[config.mk]
export PLATFORM = sky130hd
export DESIGN_NAME = seven_segment_scanner
export DESIGN_NICKNAME = d
export VERILOG_FILES = /design/src/rtl/seven_seg_pkg.sv /design/src/rtl/seven_seg_hex_decode.sv /design/src/rtl/seven_segment_scanner.sv
export SDC_FILE = /design/constraint.sdc
export NUM_CORES = 1
export LEC_CHECK = 0
export CORE_MARGIN = 1
export CORE_UTILIZATION = 48
export CTS_CLUSTER_DIAMETER = 30
export CTS_CLUSTER_SIZE = 8
export DETAILED_ROUTE_END_ITERATION = 8
export GPL_ROUTABILITY_DRIVEN = 0
export PLACE_DENSITY = 0.74
export SYNTH_ARGS = -nofsm -noshare
export SYNTH_HDL_FRONTEND = slang
export SYNTH_HIERARCHICAL = 1
export SYNTH_SLANG_ARGS = --single-unit
[constraint.sdc]
create_clock -name clock -period 2.02 [get_ports clock]
set_clock_uncertainty 0.1 [all_clocks]
set_input_delay 0.606 -clock clock [delete_from_list [all_inputs] [get_ports clock]]
set_output_delay 0.606 -clock clock [all_outputs]
set_load 0.01 [all_outputs]
[src/rtl/seven_seg_pkg.sv]
// Shared constants and hex-to-glyph helper for the seven-segment scanner.
package seven_seg_pkg;

    localparam logic [6:0] SEG_OFF = 7'h00;

    // Index n holds the gfedcba glyph for hex digit n (entry 0 is rightmost).
    localparam logic [15:0][6:0] HEX_GLYPH = {
        7'h71, 7'h79, 7'h5E, 7'h39, 7'h7C, 7'h77, 7'h6F, 7'h7F,
        7'h07, 7'h7D, 7'h6D, 7'h66, 7'h4F, 7'h5B, 7'h06, 7'h3F
    };

    function automatic logic [6:0] hex_to_seg(input logic [3:0] nibble);
        return HEX_GLYPH[nibble];
    endfunction

endpackage

[src/rtl/seven_seg_hex_decode.sv]
// Combinational nibble to 7-segment glyph (gfedcba, 1 = lit).
module seven_seg_hex_decode
    import seven_seg_pkg::*;
(
    input  logic [3:0] nibble,
    output logic [6:0] seg
);

    assign seg = hex_to_seg(nibble);

endmodule

[src/rtl/seven_segment_scanner.sv]
// Time-multiplexed DIGITS-wide seven-segment driver with a blank cycle between digits.
// Optional LEADING_ZERO_BLANK_EN macro suppresses segments of leading zero digits.
module seven_segment_scanner
    import seven_seg_pkg::*;
#(
    parameter int DIGITS     = 2,
    parameter int CLK_DIV    = 50000,
    parameter int ACTIVE_LOW = 0
) (
    input  logic                  clock,
    input  logic                  reset_n,
    input  logic                  wr_en,
    input  logic [4*DIGITS-1:0]   wr_data,
    input  logic [DIGITS-1:0]     wr_dp,
    output logic [6:0]            seg_out,
    output logic                  dp_out,
    output logic [DIGITS-1:0]     digit_sel
);

    localparam int IDX_W = (DIGITS > 1) ? $clog2(DIGITS) : 1;
    localparam int CNT_W = $clog2(CLK_DIV);

    logic [DIGITS-1:0][3:0] data_q;
    logic [DIGITS-1:0]      dp_q;
    logic [CNT_W-1:0]       div_cnt;
    logic [IDX_W-1:0]       idx;
    logic                   tick;
    logic [3:0]             nib;
    logic [6:0]             glyph;
    logic [6:0]             seg_d;

    logic [6:0]             seg_q;
    logic                   dpo_q;
    logic [DIGITS-1:0]      sel_q;

    assign tick = (div_cnt == CNT_W'(CLK_DIV - 1));
    assign nib  = data_q[idx];

    seven_seg_hex_decode u_dec (
        .nibble (nib),
        .seg    (glyph)
    );

`ifdef LEADING_ZERO_BLANK_EN
    // The mask is derived from data_q and folded into the output register,
    // so it lands in the same stage as seg_out and adds no write latency.
    logic [DIGITS-1:0] lz_mask;
    logic              hi_zero;

    always_comb begin
        lz_mask = '0;
        hi_zero = 1'b1;
        for (int i = DIGITS - 1; i > 0; i--) begin
            hi_zero    = hi_zero & (data_q[i] == 4'h0);
            lz_mask[i] = hi_zero;
        end
    end

    assign seg_d = lz_mask[idx] ? SEG_OFF : glyph;
`else
    assign seg_d = glyph;
`endif

    always_ff @(posedge clock) begin
        if (!reset_n) begin
            data_q  <= '0;
            dp_q    <= '0;
            div_cnt <= '0;
            idx     <= '0;
        end else begin
            if (wr_en) begin
                data_q <= wr_data;
                dp_q   <= wr_dp;
            end
            div_cnt <= tick ? '0 : div_cnt + 1'b1;
            if (tick)
                idx <= (idx == IDX_W'(DIGITS - 1)) ? '0 : idx + 1'b1;
        end
    end

    // The tick cycle is the blank gap that suppresses ghosting between digits.
    always_ff @(posedge clock) begin
        if (!reset_n || tick) begin
            sel_q <= '0;
            seg_q <= SEG_OFF;
            dpo_q <= 1'b0;
        end else begin
            sel_q <= DIGITS'(1) << idx;
            seg_q <= seg_d;
            dpo_q <= dp_q[idx];
        end
    end

    assign seg_out   = (ACTIVE_LOW != 0) ? ~seg_q : seg_q;
    assign dp_out    = (ACTIVE_LOW != 0) ? ~dpo_q : dpo_q;
    assign digit_sel = (ACTIVE_LOW != 0) ? ~sel_q : sel_q;

endmodule

* After elaboration in Yosys (flattened, before gate mapping)
Memories as Yosys holds them, arrays and structs flattened. A register that Yosys moved wholly into a read port is not among the register bits.
Cells that the tools add are included.
** Storage, ports and cells
- Word-level logic and storage cells :: 22
- Input bits :: 13
- ROM bits :: 112
- Bits in registers :: 30
- Memories :: 1
- Output and inout port bits :: 10
** Operators by class
- $add $sub $neg :: 2
- Multiplexer cells :: 5
- Bitwise gates (word level) :: 1
- Reduce and logical (&&, ||, !) cells :: 3
- Eq/ne operators :: 1
- Shift-type cells :: 1
- Magnitude comparators :: 1
** Memory list
- (name not given) :: words 16, width 7, read ports 1, clocked after memory_dff 1, write ports 0, RTL line seven_seg_pkg.sv:13 : return HEX_GLYPH[nibble];
** Operators with widths (number)
- $add 16x1->16 const B :: 1
- $eq 16x16->1 const B :: 1
- $mux 4 :: 2
- $mux 1 :: 3
- $lt 1x2->1 const B :: 1
- $reduce_or 2->1 :: 1
- $shl 1x1->2 const A :: 1
- $add 1x1->1 const B :: 1
- $logic_not 1->1 :: 1
- $logic_or 1x1->1 :: 1
- $not 1->1 :: 1

* Longest topological paths before layout
Gate-level depths: netlist (run 1).
- Word-level depth :: 2
- Mapped depth :: 7
- Mapped depth without buffers :: 6

* Modules after synthesis
Netlist (run 1), hierarchy kept.
** By module, submodules not included
- seven_segment_scanner :: instances 1, cells each 141, seq. area each 740.7 µm², area an instance 1441.4 µm²
- seven_seg_hex_decode :: instances 1, cells each 33, seq. area each 0.0 µm², area an instance 287.8 µm²

* Worst setup path after synthesis (run 1)
OpenSTA, ideal clock, no wires.
- Path type :: register to register
- From :: register idx
- To :: register seg_q[3] (netlist: seg_out[3])
- Clock period less this slack :: 2166 ps
- Stages on the path, launching flop included :: 8
- Required time :: 1804 ps
- Path buffers :: 1
- Path slack :: -146 ps
- Library setup time :: 116 ps
- Arrival :: 1950 ps
- Cells stage by stage :: dfxtp_1 -> clkbuf_1 -> mux2_2 -> inv_1 -> ha_1 -> inv_1 -> mux4_1 -> and3_1
** On the way
- Longest elaborated chain between the ends :: 2
** Ends and longest elaborated chain
- start, declared :: RTL line seven_segment_scanner.sv:26 : logic [IDX_W-1:0] idx;
- start signal, assigned :: RTL line seven_segment_scanner.sv:77 : idx <= (idx == IDX_W'(DIGITS - 1)) ? '0 : idx + 1'b1;
- $mux 4 (not written as such) (2 in series) :: RTL line seven_segment_scanner.sv:37 : assign nib = data_q[idx];
- net nib[1] :: RTL line seven_segment_scanner.sv:28 : logic [3:0] nib;
- end, declared :: RTL line seven_segment_scanner.sv:32 : logic [6:0] seg_q;
The timed path passes the listed nets, and every way through them passes these cells. The select of a mux whose other input is x is not followed.
A chain may end at the register's enable or synchronous reset.

* Worst setup path after layout (run 1)
- From :: register div_cnt[12]
- To :: register seg_q[6] (netlist: seg_out[6])
** On the way
- Longest elaborated chain between the ends :: 2
** Ends and longest elaborated chain
- start, declared :: RTL line seven_segment_scanner.sv:25 : logic [CNT_W-1:0] div_cnt;
- start signal, assigned :: RTL line seven_segment_scanner.sv:75 : div_cnt <= tick ? '0 : div_cnt + 1'b1;
- $eq 16x16->1 :: RTL line seven_segment_scanner.sv:36 : assign tick = (div_cnt == CNT_W'(CLK_DIV - 1));
- $logic_or 1x1->1 :: RTL line seven_segment_scanner.sv:83 : if (!reset_n || tick) begin
Every way passes these cells.

==> results.cfg, run 1 <==
[outcome]
outcome = finished clean

[layout]
final_util = 0.632
layout.nets = 232
area.growth.synth_to_final_pct = 23.8
diodes = 0
ff_latch_area_um2 = 742
layout_common_cells = dfxtp_1 (36), clkdlybuf4s50_1 (22), nor2_1 (17), buf_4 (16), mux2i_1 (13)
mostFrequentLayoutCell = dfxtp_1
drive_gt1_frac = 0.171
multi_input_area_um2 = 920
fillCellCount = 297

[clocking]
ctsResizeCount = 0
cts_sinks = 37
cts_tree = yes
clk_pin_slew_worst_paths_ns = 0.10
cts_max_path_buffers = 2
ctsHoldBuffers = 0
clock_latency_ns = 0.33
cts_setup_buffers = 0
numCtsBuffers = 5
cts-root-buf = clkbuf_4
cts_max_level = 2

[floorplan]
start_util = 0.510
coreArea_um2 = 3390
fp.dieW_um = 62.0
rows = 21
die_h_um = 62.0
num_io_pins = 23
dieArea_um2 = 3850

[synthesis]
ys_warn_count = 6
yosys-top-cells-area = dfxtp_1 (43%), mux2i_1 (7.5%), ha_1 (5.8%)
yosys.area.top_type = dfxtp_1
netlist_area_um2 = 1730
yosysTopAreaCellShare = 0.428
synth_seq_area_share = 0.428
ys_seq_elements = 37
ys_types = 35
synthCells = 174
synth_nets = 195
avgSynthCellArea_um2 = 9.94

[placement]
place_ws_ns = 0.0293
port_buffers = 22
dpl.hpwl_um = 2500

[timing]
fin_crit_sh = 0.973
holdWs_ns = 0.409
fmax_mhz = 509
rsz0062_at_grt = no
finalHoldViolCount = 0
period_needed_ns = 1.97
layout_setup_ws_ns = 0.0546
finalSetupViolations = 0
fin_tns_setup_ns = 0
slew_violations = 0
relSlewSlack = 0.790
worst_pin_slew_ns = 0.312

[route]
post_drt_wl_per_cell_um = 12.9
ant_nets = 0
drt_iter0_markers = 53
routed_wl_um = 3300
viasPerCell = 5.04
dr_total_vias = 1295
route.detailed.drc = 0
drt-pass1-iter-count = 4

[global_route]
grt_pass1_vias = 1231
groute.usage.overall = 0.192
grt_max_degree = 17
antenna_found_initial = 0
grt.overflow.total = 0
met2_usage = 0.350
busiest_layer = met2
grt_pass1_wl_um = 5210
use_met3 = 0.0476
grt_use_met1 = 0.208

[run]
drv_cap = 0

[power_and_ir_drop]
ir_worst_vdd_mv = 0.444
power_leakage_nw = 0.840
power_density_nw_per_um2 = 628

[worst_setup_path]
cp_max_fo = 7
r2r-start = div_cnt[12]
slowest_stage = or4_4
critPathLaunch = div_cnt[12]
start_kind = register
cp_data_arrival_time_ns = 2.09
cp-end-kind = register
crit_type = register to register
cp.required_ns = 2.15
worstPathCellList = or4b_1 -> or4_4 -> buf_4 -> and3_1
max_stage_delay_ns = 0.58

[worst_hold_path]
hold_path_class = register to register
holdCritStartpoint = dp_q[0]
[per-layer routing]
metal / wire (um) / up-vias
met5: 0 / -
met4: 39 / 0
met3: 119 / 4
met2: 1730 / 23
met1: 1420 / 600
li1: - / 668
[critical path: cells and delay by family (launching register included)]
kind | cells | cell delay (ns)
DFF | 1 | 0.34
and+or+nand+nor | 3 | 1.25
buffers and inverters | 1 | 0.18
[final cells by class]
class | count | share of cell area
clock buffers | 7 | 0.0257
multi-input cells | 122 | 0.430
inverters | 7 | 0.0123
repair buffers | 38 | 0.159
well taps | 46 | 0.0269
flip-flops and latches | 37 | 0.347
[final timing paths]
check,endpoint,slack (ns),cells past startpoint
hold / removal,dp_out,0.41,2
setup / recovery,seg_out[6],0.05,4
setup reg to reg,seg_out[6],0.05,4
hold reg to reg,dp_out,0.41,2
[flip-flops by register name (all words and copies together), names as in the netlist]
name       count
idx            1
dp_q           2
digit_sel      2
dp_out         1
data_q         8
div_cnt       16
seg_out        7
[cells in the mapped netlist]
master,instances
dfxtp_1,37
nor2_1,17
mux2i_1,13
nor2b_1,11
and3_1,9
xnor2_1,9
ha_1,8
inv_1,7
mux2_2,7
nor3_1,6
nand2_1,5
xor2_1,5
a21oi_1,4
clkbuf_1,4
nand3_1,4
nand4_1,4
and2_1,2
buf_6,2
nand2b_1,2
nor4_1,2
or4b_1,2
a31o_1,1
and4_1,1
buf_2,1
buf_4,1
mux4_1,1
nand2_2,1
nand3b_1,1
nand4b_1,1
o31a_2,1
o31ai_1,1
o32a_1,1
or2b_1,1
or4_1,1
or4_4,1
[logic make-up (layout without fill, tap and decap cells)]
group	after synthesis	count (layout)	synth area share
simple gates	71	71	0.230
flops	37	37	0.428
mux	21	21	0.136
buf+inv	15	52	0.0441
xor+xnor	14	14	0.0709
fa+ha+maj	8	8	0.0579
compound gates	8	8	0.0326
[through the flow]
step / total power [W] / area [um^2] / std cells
2_1_floorplan: 0.000894 / 1740 / 174
3_3_place_gp: 0.000966 / 2080 / 250
3_5_place_dp: 0.000974 / 2080 / 250
4_1_cts: 0.00136 / 2130 / 257
5_1_grt: 0.00141 / 2140 / 257
6_report: 0.00134 / 2140 / 257
[report_power, final]
part	switching (W)	total (W)	internal, W	leakage [nW]
Combinational	0.0000762	0.000182	0.000106	0.504
Clock	0.000222	0.000386	0.000164	0.0314
Sequential	0.0000143	0.000775	0.000761	0.304
(Power assumes the default switching activity.)
==> run 2, diff against run 1 <==
GPL_TIMING_DRIVEN = 0   (was unset)
==> run 2 against run 1 <==
The flow now finishes with violations (negative setup slack). Combinational power rose by 3%. Cell area increased by 2.5%. Sequential cell count unchanged. Via count is 3.6% higher. Core utilization rose by 1.6 points. Sequential share of layout area fell by 0.34 points. Global-route usage increased by 1.6 points. Die area is the same. Register-to-register slack worse by 0.09 ns. Final cell count fell by 0.78%. Non-clock buffer count down 3. Critical endpoint is now idx.
==> results.cfg, run 2 (same netlist as run 1, synthesis figures left out) <==
[floorplan]
coreArea_um2 = 3390
fp.dieW_um = 62.0
start_util = 0.510
num_io_pins = 23
dieArea_um2 = 3850
die_h_um = 62.0
rows = 21

[timing]
fmax_mhz = 487
period_needed_ns = 2.05
slew_violations = 0
layout_setup_ws_ns = -0.0318
fin_crit_sh = 1.02
finalHoldViolCount = 0
relSlewSlack = 0.534
holdWs_ns = 0.354
rsz0062_at_grt = yes
finalSetupViolations = 1
worst_pin_slew_ns = 0.700

[global_route]
antenna_found_initial = 0
grt_max_degree = 17
grt.overflow.total = 0
grt_pass1_vias = 1278
groute.usage.overall = 0.208
grt_pass1_wl_um = 5690

[route]
dr_total_vias = 1341
route.detailed.drc = 0
routed_wl_um = 3590
drt_iter0_markers = 52
post_drt_wl_per_cell_um = 14.1
ant_nets = 0
viasPerCell = 5.26
drt-pass1-iter-count = 4

[power_and_ir_drop]
power_leakage_nw = 0.843
total_power_w = 0.00149
ir_worst_vdd_mv = 0.461
power_density_nw_per_um2 = 680

[worst_setup_path]
cp_max_fo = 5
max_stage_delay_ns = 0.58
start_kind = register
slowest_stage = or4_4
crit_buf_inv = 1
cp-end-kind = register
r2r_slack_ns = -0.03
cp.required_ns = 2.17
r2r_cells = 5
path_delay_family = simple AND/OR/NAND/NOR gates
r2r-start = div_cnt[10]
worstPathCellList = or4b_4 -> or4_4 -> buf_6 -> xnor2_1 -> and2_1
crit_type = register to register
cp_data_arrival_time_ns = 2.20
cp.depth = 5
r2r-end = idx
timing.critical_path.to = idx
critPathLaunch = div_cnt[10]

[worst_hold_path]
hold_path_depth = 1
hold_path_class = register to register

[placement]
port_buffers = 21
dpl.hpwl_um = 2490

[outcome]
violations = negative setup slack
outcome = complete, but fails checks

[layout]
layout.nets = 229
layout_common_cells = dfxtp_1 (31), clkdlybuf4s50_1 (21), nor2_1 (17), mux2i_1 (13), nor2b_1 (11)
area.growth.synth_to_final_pct = 26.9
drive_gt1_frac = 0.191
top_register = div_cnt
diodes = 0
fillCellCount = 276
mostFrequentLayoutCell = dfxtp_1
largest_reg_flops = 16

[clocking]
numCtsBuffers = 5
clk_pin_slew_worst_paths_ns = 0.11
cts-root-buf = clkbuf_4
clock_latency_ns = 0.34
cts_max_level = 2
cts_max_path_buffers = 2
cts_sinks = 37
cts_tree = yes
ctsHoldBuffers = 0

[run]
drv_cap = 0
## run 2: cell types whose count changed in the layout (fill, tap and decap cells not counted), sizes merged
cell / before / now
buf: 16 / 10
clkbuf: 7 / 11
clkdlybuf4s50: 22 / 21
bufinv: 0 / 1
## run 2: layout make-up
cell class                      count  area [um^2]  share of cell area
Clock inverter                      1         30.0              0.0137
Clock buffer                        7         55.1              0.0251
Sequential cell                    37          753               0.343
Timing Repair Buffer               28          260               0.119
Tap cell                           46         57.6              0.0262
Inverter                            7         28.8              0.0131
Multi-Input combinational cell    122          957               0.436
Buffer                              7         52.6              0.0239
## run 2: how the worst min path moves through the flow
stage | startpoint | end | slack (ns)
after CTS | div_cnt[0] | div_cnt[0] | 0.39
final | div_cnt[0] | div_cnt[0] | 0.35
after global placement | div_cnt[0] | div_cnt[0] | 0.35
after global routing | div_cnt[0] | div_cnt[0] | 0.37
after floorplan | div_cnt[0] | div_cnt[0] | 0.34
after detailed placement | div_cnt[0] | div_cnt[0] | 0.36
## run 2: report_power, final
| group | internal (W) | switching (W) |
|---|---|---|
| clock | 0.000296 | 0.000236 |
| combinational | 0.000107 | 0.0000808 |
| sequential | 0.000758 | 0.0000164 |
## run 2: timing repair
item / CTS / global route
cloned: 1 / 0
buffers inserted: 5 / 1
setup endpoints to repair: 20 / 17
pin swaps: 0 / 2
resized for setup: 11 / 7
## run 2: layer usage
layer | wire length (um) | track usage | up-vias
li1 | - | - | 665
met1 | 1500 | 0.242 | 639
met2 | 1930 | 0.360 | 29
met3 | 111 | 0.0497 | 8
met4 | 57 | 0.0921 | 0
met5 | 0 | 0 | -
## run 2: stage by stage
| step | TNS [ns] | util | instance area [um^2] | std cells | setup WS (ns) |
|---|---|---|---|---|---|
| finish | -0.0318 | 0.647 | 2190 | 255 | -0.0318 |
| global route | -0.181 | 0.647 | 2190 | 255 | -0.0530 |
| floorplan | 0 | - | 1740 | 174 | 0.0297 |
| global placement | -0.756 | 0.591 | 2000 | 241 | -0.0705 |
| CTS | -0.0295 | 0.639 | 2170 | 254 | -0.0295 |
| detailed placement | -1.15 | 0.591 | 2000 | 241 | -0.109 |
==> run 3, diff against run 2 <==
CTS_CLUSTER_DIAMETER = 200   (was 30)
CTS_CLUSTER_SIZE = 24   (was 8)
SETUP_SLACK_MARGIN = 0.2   (was unset)
==> run 3 against run 2 <==
The run now ends clean. Sequential share of layout area shrank 1.0 points. Non-clock buffer count grew 7. Total power fell by 9.5%. Sequential power about the same. Final cell count grew 2.4%. Cell area up 3.1%. Register-to-register slack gained 0.03 ns. Hold slack improved by 0.0055 ns. Via count is 1.6% higher. Wire length shrank 0.81%.
==> results.cfg, run 3 (same netlist as run 1, synthesis figures left out) <==
[clocking]
cts_tree = yes
cts_max_level = 2
clock_latency_ns = 0.33
numCtsBuffers = 5
cts_sinks = 37
cts-root-buf = clkbuf_4
cts_max_path_buffers = 2
clk_pin_slew_worst_paths_ns = 0.10

[global_route]
grt_pass1_vias = 1319
use_met3 = 0.0559
grt_max_degree = 11
antenna_found_initial = 0
groute.usage.overall = 0.214
grt_pass1_wl_um = 5880
busiest_layer = met2
grt_use_met1 = 0.267
met2_usage = 0.345
grt.overflow.total = 0

[timing]
fin_tns_setup_ns = 0
holdWs_ns = 0.359
layout_setup_ws_ns = 0.00196
finalHoldViolCount = 0
finalSetupViolations = 0
rsz0062_at_grt = yes
fin_crit_sh = 0.999
slew_violations = 0
relSlewSlack = 0.546
period_needed_ns = 2.02
fmax_mhz = 496
worst_pin_slew_ns = 0.680

[worst_setup_path]
start_kind = register
cp.required_ns = 2.15
crit_type = register to register
cp_max_fo = 5
cp-end-kind = register
cp_data_arrival_time_ns = 2.15

[power_and_ir_drop]
clkPwrFrac = 0.286
power.share.switching = 0.239
pwr-share-seq = 0.573
comb_power_share = 0.142
ir_worst_vdd_mv = 0.461
power_density_nw_per_um2 = 597
power_leakage_nw = 0.879
p_sw_w = 0.000322
p_int_w = 0.00103

[layout]
diodes = 0
mostFrequentLayoutCell = dfxtp_1
layout_common_cells = dfxtp_1 (31), nor2_2 (14), mux2i_1 (13), nor2b_1 (11), clkdlybuf4s50_1 (11)
drive_gt1_frac = 0.293
layout.nets = 236
fin_cells = 261
top_register = div_cnt
largest_reg_flops = 16
area.growth.synth_to_final_pct = 30.8

[floorplan]
num_io_pins = 23
start_util = 0.510
coreArea_um2 = 3390
die_h_um = 62.0
dieArea_um2 = 3850
rows = 21
fp.dieW_um = 62.0

[outcome]
outcome = finished clean

[route]
drt-pass1-iter-count = 4
dr_total_vias = 1362
route.detailed.drc = 0
routed_wl_um = 3570
ant_nets = 0
viasPerCell = 5.22
drt_iter0_markers = 47
post_drt_wl_per_cell_um = 13.7

[placement]
dp.cells = 241
port_buffers = 21
dpl.hpwl_um = 2320
place_ws_ns = -0.0826

[run]
drv_cap = 0

[worst_hold_path]
hold_path_class = register to register
-- run 3: path summary, 6_finish.rpt --
kind	startpoint	cells after the start	slack, ns	to
max	div_cnt[4]	5	0.002	idx
min	div_cnt[0]	1	0.36	div_cnt[0]
max reg2reg	div_cnt[4]	5	0.002	idx
min reg2reg	div_cnt[0]	1	0.36	div_cnt[0]
-- run 3: metrics by stage --
step	utilization	area [um^2]	total power, W
CTS	0.650	2200	0.00135
global placement	0.595	2020	0.000961
detailed placement	0.595	2020	0.000971
finish	0.667	2260	0.00135
global route	0.667	2260	0.00143
floorplan	-	1750	0.000896
-- run 3: timing repair --
item	4_1_cts	5_1_grt
gates cloned	2	0
pin swaps	13	5
setup buffers	10	1
resized for setup	31	17
hold buffers	0	0
setup endpoints to repair	36	26
-- run 3: power groups by stage --
stage	clock [W]	sequential, W	combinational, W
CTS	0.000397	0.000773	0.000184
detailed placement	0	0.000793	0.000178
finish	0.000386	0.000774	0.000192
global route	0.000437	0.000779	0.000211
floorplan	0	0.000797	0.0000987
global placement	0	0.000791	0.000171
-- run 3: layer usage --
metal | vias to the layer above | wire length (um)
li1 | 676 | -
met1 | 640 | 1650
met2 | 35 | 1710
met3 | 11 | 137
met4 | 0 | 63
met5 | - | 0
-- run 3: critical path, stage by stage (launching register included) --
cell	delay [ns]
dfxtp_4	0.36
or4b_1	0.49
or4_4	0.56
buf_6	0.16
xnor2_1	0.11
and2_1	0.14
-- run 3: area by class of cell --
type | instances | area, um^2
inverter | 7 | 31.3
tap | 46 | 57.6
fill | 265 | 1130
sequential | 37 | 753
clock buffer | 7 | 55.1
multi-input combinational | 122 | 997
buffer | 8 | 63.8
timing repair buffer | 34 | 304
